### src/rtl/acc_pkg.sv
// Shared constants, field positions and helpers for the accumulator /
// system-register write arbiter.
package acc_pkg;

    localparam int unsigned DATA_W      = 32;
    localparam int unsigned ACC_NUM     = 16;
    localparam int unsigned SYS_NUM     = 8;
    localparam int unsigned ACC_IDX_W   = 4;
    localparam int unsigned SYS_IDX_W   = 3;

    // Sysreg index that holds the hardware conflict counter; writes to it are discarded.
    localparam logic [2:0]  CONF_CNT_IDX = 3'd7;
    localparam logic [31:0] CONF_CNT_MAX = 32'hFFFF_FFFF;

    // Write-enable vector layout: {valid, index}
    localparam int unsigned ACC_VLD_BIT = 4;
    localparam int unsigned SYS_VLD_BIT = 3;

    typedef logic [DATA_W-1:0]    data_t;
    typedef logic [ACC_IDX_W-1:0] acc_idx_t;
    typedef logic [SYS_IDX_W-1:0] sys_idx_t;

    // Saturating increment used by the conflict counter.
    function automatic data_t sat_inc(input data_t val);
        data_t res;
        if (val == CONF_CNT_MAX) begin
            res = val;
        end else begin
            res = val + 32'd1;
        end
        return res;
    endfunction

    // Index field of an accumulator write-enable vector.
    function automatic acc_idx_t acc_wen_idx(input logic [ACC_VLD_BIT:0] vec);
        return vec[ACC_IDX_W-1:0];
    endfunction

    // Index field of a sysreg write-enable vector.
    function automatic sys_idx_t sys_wen_idx(input logic [SYS_VLD_BIT:0] vec);
        return vec[SYS_IDX_W-1:0];
    endfunction

endpackage

### src/rtl/wr_arb2.sv
// Two-requester write arbiter: requests to different indices are both granted,
// same-index requests are resolved round-robin with a one-bit pointer that
// flips to the loser on every conflict.
module wr_arb2 #(
    parameter int unsigned IDX_W = 4
) (
    input  logic             clk_i,
    input  logic             rst_i,
    input  logic             valid_a_i,
    input  logic [IDX_W-1:0] idx_a_i,
    input  logic             valid_b_i,
    input  logic [IDX_W-1:0] idx_b_i,
    output logic             grant_a,
    output logic             grant_b,
    output logic             conflict
);

    // pri_q: 0 = A wins the next conflict, 1 = B wins it
    logic pri_q;
    logic pri_d;
    logic same_idx_s;

    assign same_idx_s = valid_a_i & valid_b_i & (idx_a_i == idx_b_i);

    // Grant decode; nothing is granted while reset is held.
    always_comb begin
        grant_a  = 1'b0;
        grant_b  = 1'b0;
        conflict = 1'b0;
        if (rst_i) begin
            grant_a  = 1'b0;
            grant_b  = 1'b0;
            conflict = 1'b0;
        end else if (same_idx_s) begin
            conflict = 1'b1;
            grant_a  = ~pri_q;
            grant_b  = pri_q;
        end else begin
            conflict = 1'b0;
            grant_a  = valid_a_i;
            grant_b  = valid_b_i;
        end
    end

    // Pointer moves to the loser only on a conflict cycle.
    always_comb begin
        pri_d = pri_q;
        if (conflict) begin
            pri_d = ~pri_q;
        end else begin
            pri_d = pri_q;
        end
    end

    // Pointer flop with synchronous reset.
    always_ff @(posedge clk_i) begin
        if (rst_i) begin
            pri_q <= 1'b0;
        end else begin
            pri_q <= pri_d;
        end
    end

endmodule

### src/rtl/acc_sysreg_arb1.sv
// Accumulator and system-register file with two write ports per bank.
// Same-index collisions are arbitrated round-robin; sysreg07 counts
// conflict cycles and saturates.
module acc_sysreg_arb1
    import acc_pkg::*;
(
    input  logic        clk_i_asa,
    input  logic        rst_i_asa,
    input  logic [4:0]  acc_wen_vctr_a_i_asa,
    input  logic [31:0] acc_wdata_a_i_asa,
    input  logic [4:0]  acc_wen_vctr_b_i_asa,
    input  logic [31:0] acc_wdata_b_i_asa,
    output logic        acc_ack_a_o_asa,
    output logic        acc_ack_b_o_asa,
    input  logic [3:0]  sys_wen_vctr_a_i_asa,
    input  logic [31:0] sys_wdata_a_i_asa,
    input  logic [3:0]  sys_wen_vctr_b_i_asa,
    input  logic [31:0] sys_wdata_b_i_asa,
    output logic        sys_ack_a_o_asa,
    output logic        sys_ack_b_o_asa,
    output logic [31:0] acc00_o_asa,
    output logic [31:0] acc01_o_asa,
    output logic [31:0] acc02_o_asa,
    output logic [31:0] acc03_o_asa,
    output logic [31:0] acc04_o_asa,
    output logic [31:0] acc05_o_asa,
    output logic [31:0] acc06_o_asa,
    output logic [31:0] acc07_o_asa,
    output logic [31:0] acc08_o_asa,
    output logic [31:0] acc09_o_asa,
    output logic [31:0] acc10_o_asa,
    output logic [31:0] acc11_o_asa,
    output logic [31:0] acc12_o_asa,
    output logic [31:0] acc13_o_asa,
    output logic [31:0] acc14_o_asa,
    output logic [31:0] acc15_o_asa,
    output logic [31:0] sysreg00_o_asa,
    output logic [31:0] sysreg01_o_asa,
    output logic [31:0] sysreg02_o_asa,
    output logic [31:0] sysreg03_o_asa,
    output logic [31:0] sysreg04_o_asa,
    output logic [31:0] sysreg05_o_asa,
    output logic [31:0] sysreg06_o_asa,
    output logic [31:0] sysreg07_o_asa
);

    localparam int unsigned SYS_RW_NUM = int'(CONF_CNT_IDX);  // writable sysregs 0..6

    logic     acc_vld_a_s, acc_vld_b_s;
    acc_idx_t acc_idx_a_s, acc_idx_b_s;
    logic     sys_vld_a_s, sys_vld_b_s;
    sys_idx_t sys_idx_a_s, sys_idx_b_s;

    logic acc_gnt_a_s, acc_gnt_b_s, acc_conf_s;
    logic sys_gnt_a_s, sys_gnt_b_s, sys_conf_s;

    logic [ACC_NUM-1:0][DATA_W-1:0]    acc_q, acc_d;
    logic [SYS_RW_NUM-1:0][DATA_W-1:0] sys_q, sys_d;
    data_t                             conf_cnt_q, conf_cnt_d;

    assign acc_vld_a_s = acc_wen_vctr_a_i_asa[ACC_VLD_BIT];
    assign acc_vld_b_s = acc_wen_vctr_b_i_asa[ACC_VLD_BIT];
    assign acc_idx_a_s = acc_wen_idx(acc_wen_vctr_a_i_asa);
    assign acc_idx_b_s = acc_wen_idx(acc_wen_vctr_b_i_asa);
    assign sys_vld_a_s = sys_wen_vctr_a_i_asa[SYS_VLD_BIT];
    assign sys_vld_b_s = sys_wen_vctr_b_i_asa[SYS_VLD_BIT];
    assign sys_idx_a_s = sys_wen_idx(sys_wen_vctr_a_i_asa);
    assign sys_idx_b_s = sys_wen_idx(sys_wen_vctr_b_i_asa);

    wr_arb2 #(.IDX_W(ACC_IDX_W)) u_acc_arb (
        .clk_i     (clk_i_asa),
        .rst_i     (rst_i_asa),
        .valid_a_i (acc_vld_a_s),
        .idx_a_i   (acc_idx_a_s),
        .valid_b_i (acc_vld_b_s),
        .idx_b_i   (acc_idx_b_s),
        .grant_a   (acc_gnt_a_s),
        .grant_b   (acc_gnt_b_s),
        .conflict  (acc_conf_s)
    );

    wr_arb2 #(.IDX_W(SYS_IDX_W)) u_sys_arb (
        .clk_i     (clk_i_asa),
        .rst_i     (rst_i_asa),
        .valid_a_i (sys_vld_a_s),
        .idx_a_i   (sys_idx_a_s),
        .valid_b_i (sys_vld_b_s),
        .idx_b_i   (sys_idx_b_s),
        .grant_a   (sys_gnt_a_s),
        .grant_b   (sys_gnt_b_s),
        .conflict  (sys_conf_s)
    );

    // Acks follow the grants in the same cycle so the pipes can release their requests.
    assign acc_ack_a_o_asa = acc_gnt_a_s;
    assign acc_ack_b_o_asa = acc_gnt_b_s;
    assign sys_ack_a_o_asa = sys_gnt_a_s;
    assign sys_ack_b_o_asa = sys_gnt_b_s;

    // Accumulator write decode; both grants never target the same entry.
    always_comb begin
        acc_d = acc_q;
        for (int i = 0; i < ACC_NUM; i++) begin
            if (acc_gnt_a_s && (acc_idx_a_s == ACC_IDX_W'(i))) begin
                acc_d[i] = acc_wdata_a_i_asa;
            end else if (acc_gnt_b_s && (acc_idx_b_s == ACC_IDX_W'(i))) begin
                acc_d[i] = acc_wdata_b_i_asa;
            end else begin
                acc_d[i] = acc_q[i];
            end
        end
    end

    // Sysreg write decode; the counter slot is outside this array so its writes fall away.
    always_comb begin
        sys_d = sys_q;
        for (int i = 0; i < SYS_RW_NUM; i++) begin
            if (sys_gnt_a_s && (sys_idx_a_s == SYS_IDX_W'(i))) begin
                sys_d[i] = sys_wdata_a_i_asa;
            end else if (sys_gnt_b_s && (sys_idx_b_s == SYS_IDX_W'(i))) begin
                sys_d[i] = sys_wdata_b_i_asa;
            end else begin
                sys_d[i] = sys_q[i];
            end
        end
    end

    // Conflict counter: one count per conflict cycle, whichever bank(s) collided.
    always_comb begin
        conf_cnt_d = conf_cnt_q;
        if (acc_conf_s || sys_conf_s) begin
            conf_cnt_d = sat_inc(conf_cnt_q);
        end else begin
            conf_cnt_d = conf_cnt_q;
        end
    end

    // Register storage with synchronous reset.
    always_ff @(posedge clk_i_asa) begin
        if (rst_i_asa) begin
            acc_q      <= '0;
            sys_q      <= '0;
            conf_cnt_q <= 32'd0;
        end else begin
            acc_q      <= acc_d;
            sys_q      <= sys_d;
            conf_cnt_q <= conf_cnt_d;
        end
    end

    assign acc00_o_asa    = acc_q[0];
    assign acc01_o_asa    = acc_q[1];
    assign acc02_o_asa    = acc_q[2];
    assign acc03_o_asa    = acc_q[3];
    assign acc04_o_asa    = acc_q[4];
    assign acc05_o_asa    = acc_q[5];
    assign acc06_o_asa    = acc_q[6];
    assign acc07_o_asa    = acc_q[7];
    assign acc08_o_asa    = acc_q[8];
    assign acc09_o_asa    = acc_q[9];
    assign acc10_o_asa    = acc_q[10];
    assign acc11_o_asa    = acc_q[11];
    assign acc12_o_asa    = acc_q[12];
    assign acc13_o_asa    = acc_q[13];
    assign acc14_o_asa    = acc_q[14];
    assign acc15_o_asa    = acc_q[15];
    assign sysreg00_o_asa = sys_q[0];
    assign sysreg01_o_asa = sys_q[1];
    assign sysreg02_o_asa = sys_q[2];
    assign sysreg03_o_asa = sys_q[3];
    assign sysreg04_o_asa = sys_q[4];
    assign sysreg05_o_asa = sys_q[5];
    assign sysreg06_o_asa = sys_q[6];
    assign sysreg07_o_asa = conf_cnt_q;

endmodule

### config.mk
export PLATFORM = sky130hd
export DESIGN_NAME = acc_sysreg_arb1
export DESIGN_NICKNAME = d
export VERILOG_FILES = /design/src/rtl/acc_pkg.sv /design/src/rtl/wr_arb2.sv /design/src/rtl/acc_sysreg_arb1.sv
export SDC_FILE = /design/constraint.sdc
export NUM_CORES = 2
export LEC_CHECK = 0
export BUFFER_PORTS_ARGS = -buffer_cell sky130_fd_sc_hd__buf_2
export CORE_AREA = 2 2 354 356
export CTS_BUF_LIST = sky130_fd_sc_hd__clkbuf_8
export DETAILED_ROUTE_END_ITERATION = 16
export DIE_AREA = 0 0 356 358
export GPL_ROUTABILITY_DRIVEN = 0
export GPL_TIMING_DRIVEN = 0
export PLACE_DENSITY = 0.55
export SLEW_MARGIN = 15
export SYNTH_ARGS = -nofsm -noshare
export SYNTH_HDL_FRONTEND = slang
export SYNTH_SLANG_ARGS = --single-unit
### constraint.sdc
create_clock -name clk_i_asa -period 3.02 [get_ports clk_i_asa]
set_input_delay 0.906 -clock clk_i_asa [delete_from_list [all_inputs] [get_ports clk_i_asa]]
set_output_delay 0.906 -clock clk_i_asa [all_outputs]
set_load 0.03 [all_outputs]
==> flow_summary.ini <==
[sta]
fin_ws_ps = -6.34
worst_slew_pin_slew_ps = 1410
slew_violations = 0
period_share_pct = 100
layout_min_cycle_time_ps = 3030
timing.hold.ws_ps = 357
slew-limit-headroom_pct = 5.27
grt_setup_unrepaired = false
finalClockSkew_ps = 31.4
fmax_mhz = 330
setup_viol = 1
tns_ps = -6.34
hold_viol = 0

[power_and_ir_drop]
power.switching_uw = 7790
p_total_uw = 24200
combPwrFrac_pct = 12.7
p_int_uw = 16400
power_density_nw_per_um2 = 526
peakVddDrop_uv = 500
pwr-share-clk_pct = 43.5
p_seq_share_pct = 43.8
p_leak_uw = 0.0164
swShare_pct = 32.3

[yosys]
ys_types = 59
synthFlopType = dfxtp_1
async_reset_ff_share_pct = 0
yosys-top-cells-count = 912 x nand2_1, 770 x dfxtp_1, 737 x a311oi_1, 519 x nor3_1, 466 x clkbuf_1
avgSynthCellArea_um2 = 7.81
synth-seq-area-share_pct = 42.2
synthTopCellsByArea = dfxtp_1 42%, a311oi_1 18%, nand2_1 9.4%, nor3_1 7.1%, clkbuf_1 4.8%
synth_nets = 4828
synth_area_um2 = 36500
yosysWarnings = 0
synth.top_cell.area_share_pct = 42.2
synth_edf_count = 0
syn_inst = 4679
yosysMostFrequentCell = nand2_1
yosysTopAreaCell = dfxtp_1
ys_seq_elements = 770

[cts]
clock_latency_ps = 920
cts_root_buf = clkbuf_8
cts.sinks = 770
hold_buffers = 0
cts.clk_slew.worst_paths_ps = 60
cts_tree = done
h-tree-depth = 4
clock_path_buffers = 3
numCtsBuffers = 146

[die]
io_pins = 920
die_area_um2 = 127000
die_x_um = 356
die_h_um = 358
initial_core_util_pct = 29.6
row_count = 129
core_area_um2 = 123000

[detailed_routing]
vias_per_cell = 6.02
wl_per_cell_um = 30.9
dr.pass1.iters = 9
drc_errors = 0
vias = 44800
drt-initial-drc-count = 5864
final_antenna_net_count = 0
wirelength_mm = 230

[critical_path]
cp_data_required_time_ps = 3810
critPathLaunchType = input port
critical_path_class = input port to flip-flop
end_kind = flip-flop
crit_arrival_ps = 3820
path_max_fanout = 10

[worst_hold_path]
hold_class = input port to flip-flop

[placed_design]
post-place-ws_ps = -2580
port_buffers = 851
dp_hpwl_mm = 174
dp_cells = 7167

[final_layout]
layout-drive-gt1-share_pct = 22.7
syn_to_final_growth_pct = 25.8
fin_nets = 5824
final_cells = 7435

[global_routing]
grt_util_all_layers_pct = 34.2
grt_pass1_wl_mm = 315
grt_pass1_vias = 41300
antenna_found_initial = 27
grt_max_degree = 24
grt-ovfl-total = 0

[status]
status = complete, but fails checks
violations = negative setup slack

[job]
maxCapViolCount = 0
-- power by group through the flow --
stage / registers [uW] / clock network [uW] / logic (uW)
after floorplan: 11200 / 0 / 1120
after global routing: 10600 / 11000 / 3140
final: 10600 / 10500 / 3070
after global placement: 10800 / 0 / 2930
after CTS: 10600 / 10600 / 2970
after detailed placement: 10800 / 0 / 2940
-- worst max-delay path: stages --
cell and delay, ps:
buf_2 230, nor2b_1 170, clkbuf_1 500, clkbuf_1 920, clkbuf_1 580, nand3_1 140, a311oi_1 340
-- cell families after synthesis --
logic type / share of synthesized area (%)
compound gates: 24.1
xor+xnor: 0.209
fa+ha+maj: 0.0343
buf+inv: 7.70
flops: 42.2
mux: 0.370
simple gates: 25.4
-- metal layers --
metal / share of wire, % / vias up / wire (um) / global-route usage [%]
li1: - / 19300 / - / -
met1: 36 / 21500 / 81900 / 38.8
met2: 43 / 3201 / 100000 / 52.7
met3: 13 / 803 / 29100 / 13.2
met4: 8.2 / 16 / 18800 / 23.7
met5: 0.082 / - / 189 / 0.704
-- worst paths after layout --
path | from | slack [ps] | depth (start not counted) | to
setup / recovery | acc_wen_vctr_b_i_asa[0] | -6 | 7 | acc01_o_asa[30]
hold / removal | sys_wdata_b_i_asa[28] | 360 | 3 | sysreg05_o_asa[28]
setup reg to reg | u_acc_arb.pri_q | 60 | 6 | acc13_o_asa[9]
hold reg to reg | sysreg00_o_asa[3] | 480 | 2 | sysreg00_o_asa[3]
-- final cells by class --
type	instances	area (um^2)
diodes	17	42.5
inverters	10	52.6
flip-flops and latches	770	15400
clock inverters	75	383
well taps	1637	2050
clock buffers	179	2460
fillers	13200	77400
plain buffers	657	2840
repair buffers	854	4310
multi-input cells	3236	18400
-- cells in the final DEF, fill, tap and decap left out, types with 27 or more instances in the layout --
| master | instances |
|---|---|
| buf_1 | 27 |
| nor3_1 | 519 |
| o21ai_0 | 283 |
| clkbuf_1 | 455 |
| dfxtp_1 | 768 |
| clkbuf_8 | 179 |
| inv_1 | 58 |
| nand3_1 | 308 |
| a311oi_1 | 737 |
| nor2_1 | 249 |
| nand2_1 | 912 |
| buf_2 | 993 |
-- what timing repair did --
action,in CTS,in global routing
setup endpoints to repair,421,19
pin swaps,0,1
buffers inserted,1,2
gates resized for setup,39,11
-- per-stage QoR --
step	utilization, %	cell area, um^2
floorplan	-	36600
global placement	34.8	42900
detailed placement	34.8	42900
CTS	37.2	45900
global route	37.2	45900
finish	37.3	45900
Power figures use the tool's default switching activity.
